### src/rtl/booth_r4_seq.sv
// Sequential radix-4 Booth multiplier: one Booth digit per clock, start/busy/done handshake.
// Optional data-dependent early finish when BOOTH_R4_SEQ_EARLY_EXIT_EN is defined.
module booth_r4_seq #(
    parameter int MBITS     = 12,
    parameter int NBITS     = 8,
    parameter int COUNTBITS = 4
) (
    input  logic                   clk,
    input  logic                   rst_n,
    input  logic                   start,
    input  logic [MBITS-1:0]       mpd,
    input  logic [NBITS-1:0]       mpr,
    output logic                   busy,
    output logic                   done,
    output logic [MBITS+NBITS-1:0] answer
);

    localparam int PW = MBITS + NBITS;
    localparam logic [COUNTBITS-1:0] LAST = COUNTBITS'(NBITS/2 - 1);

    typedef enum logic [1:0] {
        IDLE = 2'd0,
        RUN  = 2'd1,
        DONE = 2'd2
    } state_t;

    state_t state_q, state_d;

    logic [MBITS-1:0]     mpd_q;
    logic [NBITS-1:0]     mpr_q;
    logic [PW-1:0]        acc;
    logic [COUNTBITS-1:0] idx;

    logic                 accept;
    logic                 last;
    logic [NBITS:0]       mpr_ext;
    logic [2:0]           trip;
    logic [MBITS+1:0]     m_ext;
    logic [MBITS+1:0]     pp;
    logic [PW-1:0]        pp_shift;
    logic [PW-1:0]        sum;

    assign accept = start && (state_q == IDLE || state_q == DONE);

    // Recode the current digit and form the shifted partial product.
    always_comb begin
        mpr_ext  = {mpr_q, 1'b0};
        trip     = 3'(mpr_ext >> {idx, 1'b0});
        m_ext    = {{2{mpd_q[MBITS-1]}}, mpd_q};
        pp       = '0;
        case (trip)
            3'b001, 3'b010: pp = m_ext;
            3'b011:         pp = m_ext << 1;
            3'b100:         pp = -(m_ext << 1);
            3'b101, 3'b110: pp = -m_ext;
            default:        pp = '0;
        endcase
        pp_shift = PW'($signed(pp)) << {idx, 1'b0};
        sum      = acc + pp_shift;
    end

`ifdef BOOTH_R4_SEQ_EARLY_EXIT_EN
    logic signed [NBITS-1:0] rem;

    // Arithmetic shift by 2i+1 leaves only sign copies iff mpr[NBITS-1:2i+1] are all equal.
    always_comb begin
        rem  = $signed(mpr_q) >>> {idx, 1'b1};
        last = (idx == LAST) || (rem == '0) || (rem == '1);
    end
`else
    always_comb begin
        last = (idx == LAST);
    end
`endif

    always_ff @(posedge clk or negedge rst_n) begin
        if (!rst_n) begin
            state_q <= IDLE;
        end else begin
            state_q <= state_d;
        end
    end

    always_comb begin
        state_d = IDLE;
        case (state_q)
            IDLE:    state_d = start ? RUN : IDLE;
            RUN:     state_d = last ? DONE : RUN;
            DONE:    state_d = start ? RUN : IDLE;
            default: state_d = IDLE;
        endcase
    end

    always_comb begin
        busy = (state_q == RUN);
        done = (state_q == DONE);
    end

    always_ff @(posedge clk or negedge rst_n) begin
        if (!rst_n) begin
            mpd_q  <= '0;
            mpr_q  <= '0;
            acc    <= '0;
            idx    <= '0;
            answer <= '0;
        end else if (accept) begin
            mpd_q <= mpd;
            mpr_q <= mpr;
            acc   <= '0;
            idx   <= '0;
        end else if (state_q == RUN) begin
            acc <= sum;
            idx <= idx + 1'b1;
            if (last) begin
                answer <= sum;
            end
        end
    end

endmodule

### config.mk
export PLATFORM = sky130hd
export DESIGN_NAME = booth_r4_seq
export DESIGN_NICKNAME = d
export VERILOG_FILES = /design/src/rtl/booth_r4_seq.sv
export SDC_FILE = /design/constraint.sdc
export NUM_CORES = 1
export LEC_CHECK = 0
export BUFFER_PORTS_ARGS = -buffer_cell sky130_fd_sc_hd__buf_2
export CAP_MARGIN = 25
export CORE_MARGIN = 5
export CORE_UTILIZATION = 60
export CTS_CLUSTER_SIZE = 10
export DETAILED_ROUTE_END_ITERATION = 8
export PLACE_DENSITY = 0.8
export SLEW_MARGIN = 20
export SYNTH_ARGS = -nofsm -noshare
export SYNTH_HDL_FRONTEND = slang
export SYNTH_SLANG_ARGS = --single-unit
### constraint.sdc
create_clock -name clk -period 8.35 [get_ports clk]
set_input_delay 0.835 -clock clk [delete_from_list [all_inputs] [get_ports clk]]
set_output_delay 0.835 -clock clk [all_outputs]
set_load 0.01 [all_outputs]
==> results summary <==
The flow ran to the end, and the final reports show no timing, DRC or antenna violations. The worst setup path is captured at a register. The post-cts repair resize count is 0. In the final timing run, aggregate negative setup slack is 0 ns. After floorplanning, the core was divided into 33 placement rows. Along the worst path, the maximum fanout reaches 24. The worst hold path begins at answer[12]$_DFFE_PN0P_. The mux share of post-synthesis cell area is 10.3%.

The total overflow left after global routing is 0. The net count of the finished layout is 594. The path class of the tightest hold or removal check is reg -> reg.

The post-CTS setup buffer count is 0. The maximum level of the CTS H-tree is 3. For the worst-skew pair, the clock arrives at the later sink with an insertion delay of 0.35 ns. At the end of the flow the core is filled with cells to 66.3%.

The number of setup violations in the final report came out at 0. The depth of the most critical reg-to-reg path came out at 17. The starting utilization of the core area is 60.8%.

Once layout is complete, the cells apart from fillers number 659. The upper clock frequency limit is 178 MHz. In the synthesized netlist the dominant register cell turns out to be dfrtp_1.

The area of the core region came out at 8090 sq um. The initial antenna violation count came out at 0. The root buffer cell chosen for the clock tree is clkbuf_8. The dominant combinational cell family by area after synthesis is compound AO/OA/AOI/OAI gates. TritonCTS built the clock tree. The number of synthesis warnings is 0. The clock period minus worst slack came out at 5.62 ns.

The reg-to-reg setup timing slack came out at 2.73 ns. The number of port buffers is 44. The critical path data required time is 8.58 ns. The count of routing violations after the opening detailed-route iteration came out at 264. 0 antenna diodes ended up in the layout. The met3 track utilization from global routing came out at 4.91%. The endpoint of the worst hold-timing path is answer[12]$_DFFE_PN0P_. The worst register-to-register path begins at idx[0]$_DFFE_PN0P_. Yosys mapped a number of flops with a built-in enable equal to 0. After detailed routing, the number of remaining DRC violations is 0. The final clock period utilization by the worst path is 67.3%. After detailed placement, the design holds a cell count of 643.

The register bit total from synthesis came out at 66. The post-synthesis compound-gate area fraction is 24.1%. The critical path in this run is classified as reg -> reg. The mean instance size in the synthesized netlist came out at 9.46 sq um.

The layout cell share with drive strength beyond 1 came out at 21.8%. The global routing stage identified its most utilized layer as met2. The headroom to the max-slew limit came out at 34.0%. The pre-antenna-repair detailed-routing pass consisted of 5 iterations.

Global routing consumed, on the met2 layer, 45.2% of the routing resources. The adder and majority gate portion of the synthesized area is 5.75%. The height of the die is 101 microns. The clock-pin transition on the worst setup and hold timing paths came out at 0.08 ns. The via count of the first global-routing pass came out at 4210. After detailed routing, the average wire length per cell comes to 19.5 microns. The number of max-cap violations came out at 0. The maximum root-to-sink buffer count came out at 2.

The count of final hold-check violations came out at 0. The antenna violation net count after detailed routing is 0. At the end of routability-driven placement, the weighted congestion stood at 0.942. From left edge to right edge, the die measures 101 microns.

The sequential cell area fraction in the yosys report is 33.6%. The number of sinks on the clock net is 66. The basic-gate share of the synthesized area counting and, or, nand and nor cells is 16.7%. The routed layout has 4258 vias. The data arrival time of the worst path is 5.85 ns. After technology mapping, the gate count stands at 520.

The maximum number of pins on one net before global-route repair came out at 67. The share of flip-flops with an asynchronous set or reset after synthesis came out at 100%. The startpoint type of the worst setup path is a register. The layout overhead on the synthesized area came out at 9.03%.

Yosys mapped the design onto 82 distinct sky130hd cell types. Setup repair after global routing left no endpoint under its margin. Using the TritonRoute via totals, the vias-per-cell ratio works out to 6.46.

The number of nets in the synthesized netlist is 565. For this run, global-route usage on met1 was measured as 33.9%. The share of the synthesized netlist area taken by xor and xnor gates came out at 5.16%. The cell area reported after detailed placement came out at 5130 sq um. The number of top-level pins is 45. Summing all non-filler instances in the final layout gives an area of 5360 sq um. The HPWL reported at the end of detailed placement came out at 9510 microns.

The number of stages on the worst hold path came out at 2. After detailed routing, the total wire length is 12900 microns. The number of buffers added by the clock tree synthesis step came out at 9. The post-route clock skew came out at 0.0114 ns. The first-pass GRT wire length is 21100 microns. The total count of max-transition violations in the final report was 0. Global routing consumed, over all layers together, 26.4% of the routing resources. The cell area that synthesis handed to floorplanning was 4920 sq um. The post-cts hold buffer count came out at 0. The full die area came out at 10100 sq um.

For the pin with the worst max-slew slack, the measured transition is 0.988 ns. The endpoint identified for the worst register-to-register timing path is acc[19]$_DFFE_PN0P_.
==> flip-flops by register name (all words and copies together), names as in the netlist <==
signal   flops
acc         20
answer      20
idx          4
mpd_q       12
mpr_q        8
state_q      2
==> worst max-delay path, stage by stage, from the launching register on <==
cell	delay, ns
dfrtp_1	0.85
mux2_2	0.44
a211oi_2	0.81
nor4_2	0.21
o2bb2ai_1	0.18
a21oi_1	0.24
mux2_4	0.22
nor2_1	0.04
o31a_1	0.27
ha_1	0.35
a21o_1	0.23
a2111oi_0	0.43
or3_1	0.21
o211ai_1	0.15
a211o_1	0.30
xnor2_1	0.27
o21bai_1	0.09
a22o_1	0.18
==> worst max path at each step <==
stage	startpoint	to	slack [ns]	depth (start not counted)
2_1_floorplan	mpd_q[0]$_DFFE_PN0P_	acc[19]$_DFFE_PN0P_	4.02	18
3_3_place_gp	idx[0]$_DFFE_PN0P_	acc[19]$_DFFE_PN0P_	2.93	17
3_5_place_dp	idx[0]$_DFFE_PN0P_	acc[19]$_DFFE_PN0P_	2.85	17
4_1_cts	idx[0]$_DFFE_PN0P_	acc[19]$_DFFE_PN0P_	2.86	17
5_1_grt	idx[0]$_DFFE_PN0P_	acc[19]$_DFFE_PN0P_	2.43	17
6_report	idx[0]$_DFFE_PN0P_	acc[19]$_DFFE_PN0P_	2.73	17
==> through the flow <==
| step | hold slack, ns | setup slack [ns] |
|---|---|---|
| 4_1_cts | 0.478 | 2.86 |
| 6_report | 0.476 | 2.73 |
| 3_3_place_gp | 0.455 | 2.93 |
| 5_1_grt | 0.494 | 2.43 |
| 3_5_place_dp | 0.461 | 2.85 |
| 2_1_floorplan | 0.456 | 4.02 |
==> kinds of logic after synthesis <==
| kind of cell | after synthesis |
|---|---|
| AO/OA/AOI/OAI | 162 |
| XOR/XNOR | 29 |
| adder cells (fa/ha/maj) | 22 |
| buffers and inverters | 42 |
| flip-flops | 66 |
| multiplexers | 43 |
| AND/OR/NAND/NOR | 156 |
==> per-layer routing <==
| layer | up-vias | part of all wire (%) |
|---|---|---|
| li1 | 2021 | - |
| met1 | 2059 | 43 |
| met2 | 150 | 50 |
| met3 | 28 | 5.3 |
| met4 | 0 | 2.1 |
| met5 | - | 0 |
==> area by class of cell <==
class	instances	area, sq um
inverter	12	45.0
sequential	66	1650
clock inverter	5	103
fill	681	2730
clock buffer	11	131
tap	105	131
timing repair buffer	48	250
multi-input combinational	412	3050
==> placed cells by master, fill, tap and decap left out, types with 7 or more instances in the layout <==
cell type and count:
nand3_1 11, o21a_1 7, o21ai_0 25, buf_2 44, clkbuf_8 9, xnor2_1 22
a21oi_1 30, nand2_1 48, mux2_2 34, o211ai_1 10, nor2_1 30, nor3_1 15
dfrtp_1 66, or3_1 13, ha_1 21, xor2_1 7, inv_1 8, a22o_1 19
==> cells in the mapped netlist (3+ instances only) <==
| library cell | count | area (sq um) |
|---|---|---|
| a22o_1 | 19 | 166 |
| xnor2_1 | 22 | 193 |
| o31ai_1 | 3 | 22.5 |
| o211ai_1 | 10 | 75.1 |
| o21ai_0 | 25 | 125 |
| or2_2 | 5 | 31.3 |
| o2bb2ai_1 | 4 | 35.0 |
| nor3_1 | 15 | 75.1 |
| xor2_1 | 7 | 61.3 |
| mux2i_1 | 6 | 60.1 |
| ha_1 | 21 | 263 |
| nand2_1 | 48 | 180 |
| a21o_1 | 6 | 45.0 |
| clkbuf_1 | 12 | 45.0 |
| o221ai_1 | 3 | 26.3 |
| o21bai_1 | 4 | 30.0 |
| nand3_1 | 11 | 55.1 |
| a211oi_1 | 3 | 22.5 |
| clkinv_1 | 4 | 15.0 |
| or3_1 | 13 | 81.3 |
| nor3b_1 | 3 | 22.5 |
| buf_1 | 3 | 11.3 |
| buf_2 | 7 | 35.0 |
| buf_6 | 6 | 67.6 |
| dfrtp_1 | 66 | 1650 |
| a41oi_1 | 4 | 35.0 |
| o21a_1 | 7 | 52.6 |
| inv_1 | 8 | 30.0 |
| mux2_2 | 34 | 383 |
| a22oi_1 | 4 | 30.0 |
| nand2b_1 | 4 | 25.0 |
| a21oi_1 | 30 | 150 |
| nand3b_1 | 3 | 22.5 |
| a2111oi_0 | 3 | 26.3 |
| nor2_1 | 30 | 113 |
| a31oi_1 | 5 | 31.3 |
Power is left out: the tool's default activity adds up to more than one toggle a clock period on the data nets, which glitch-free logic cannot reach.
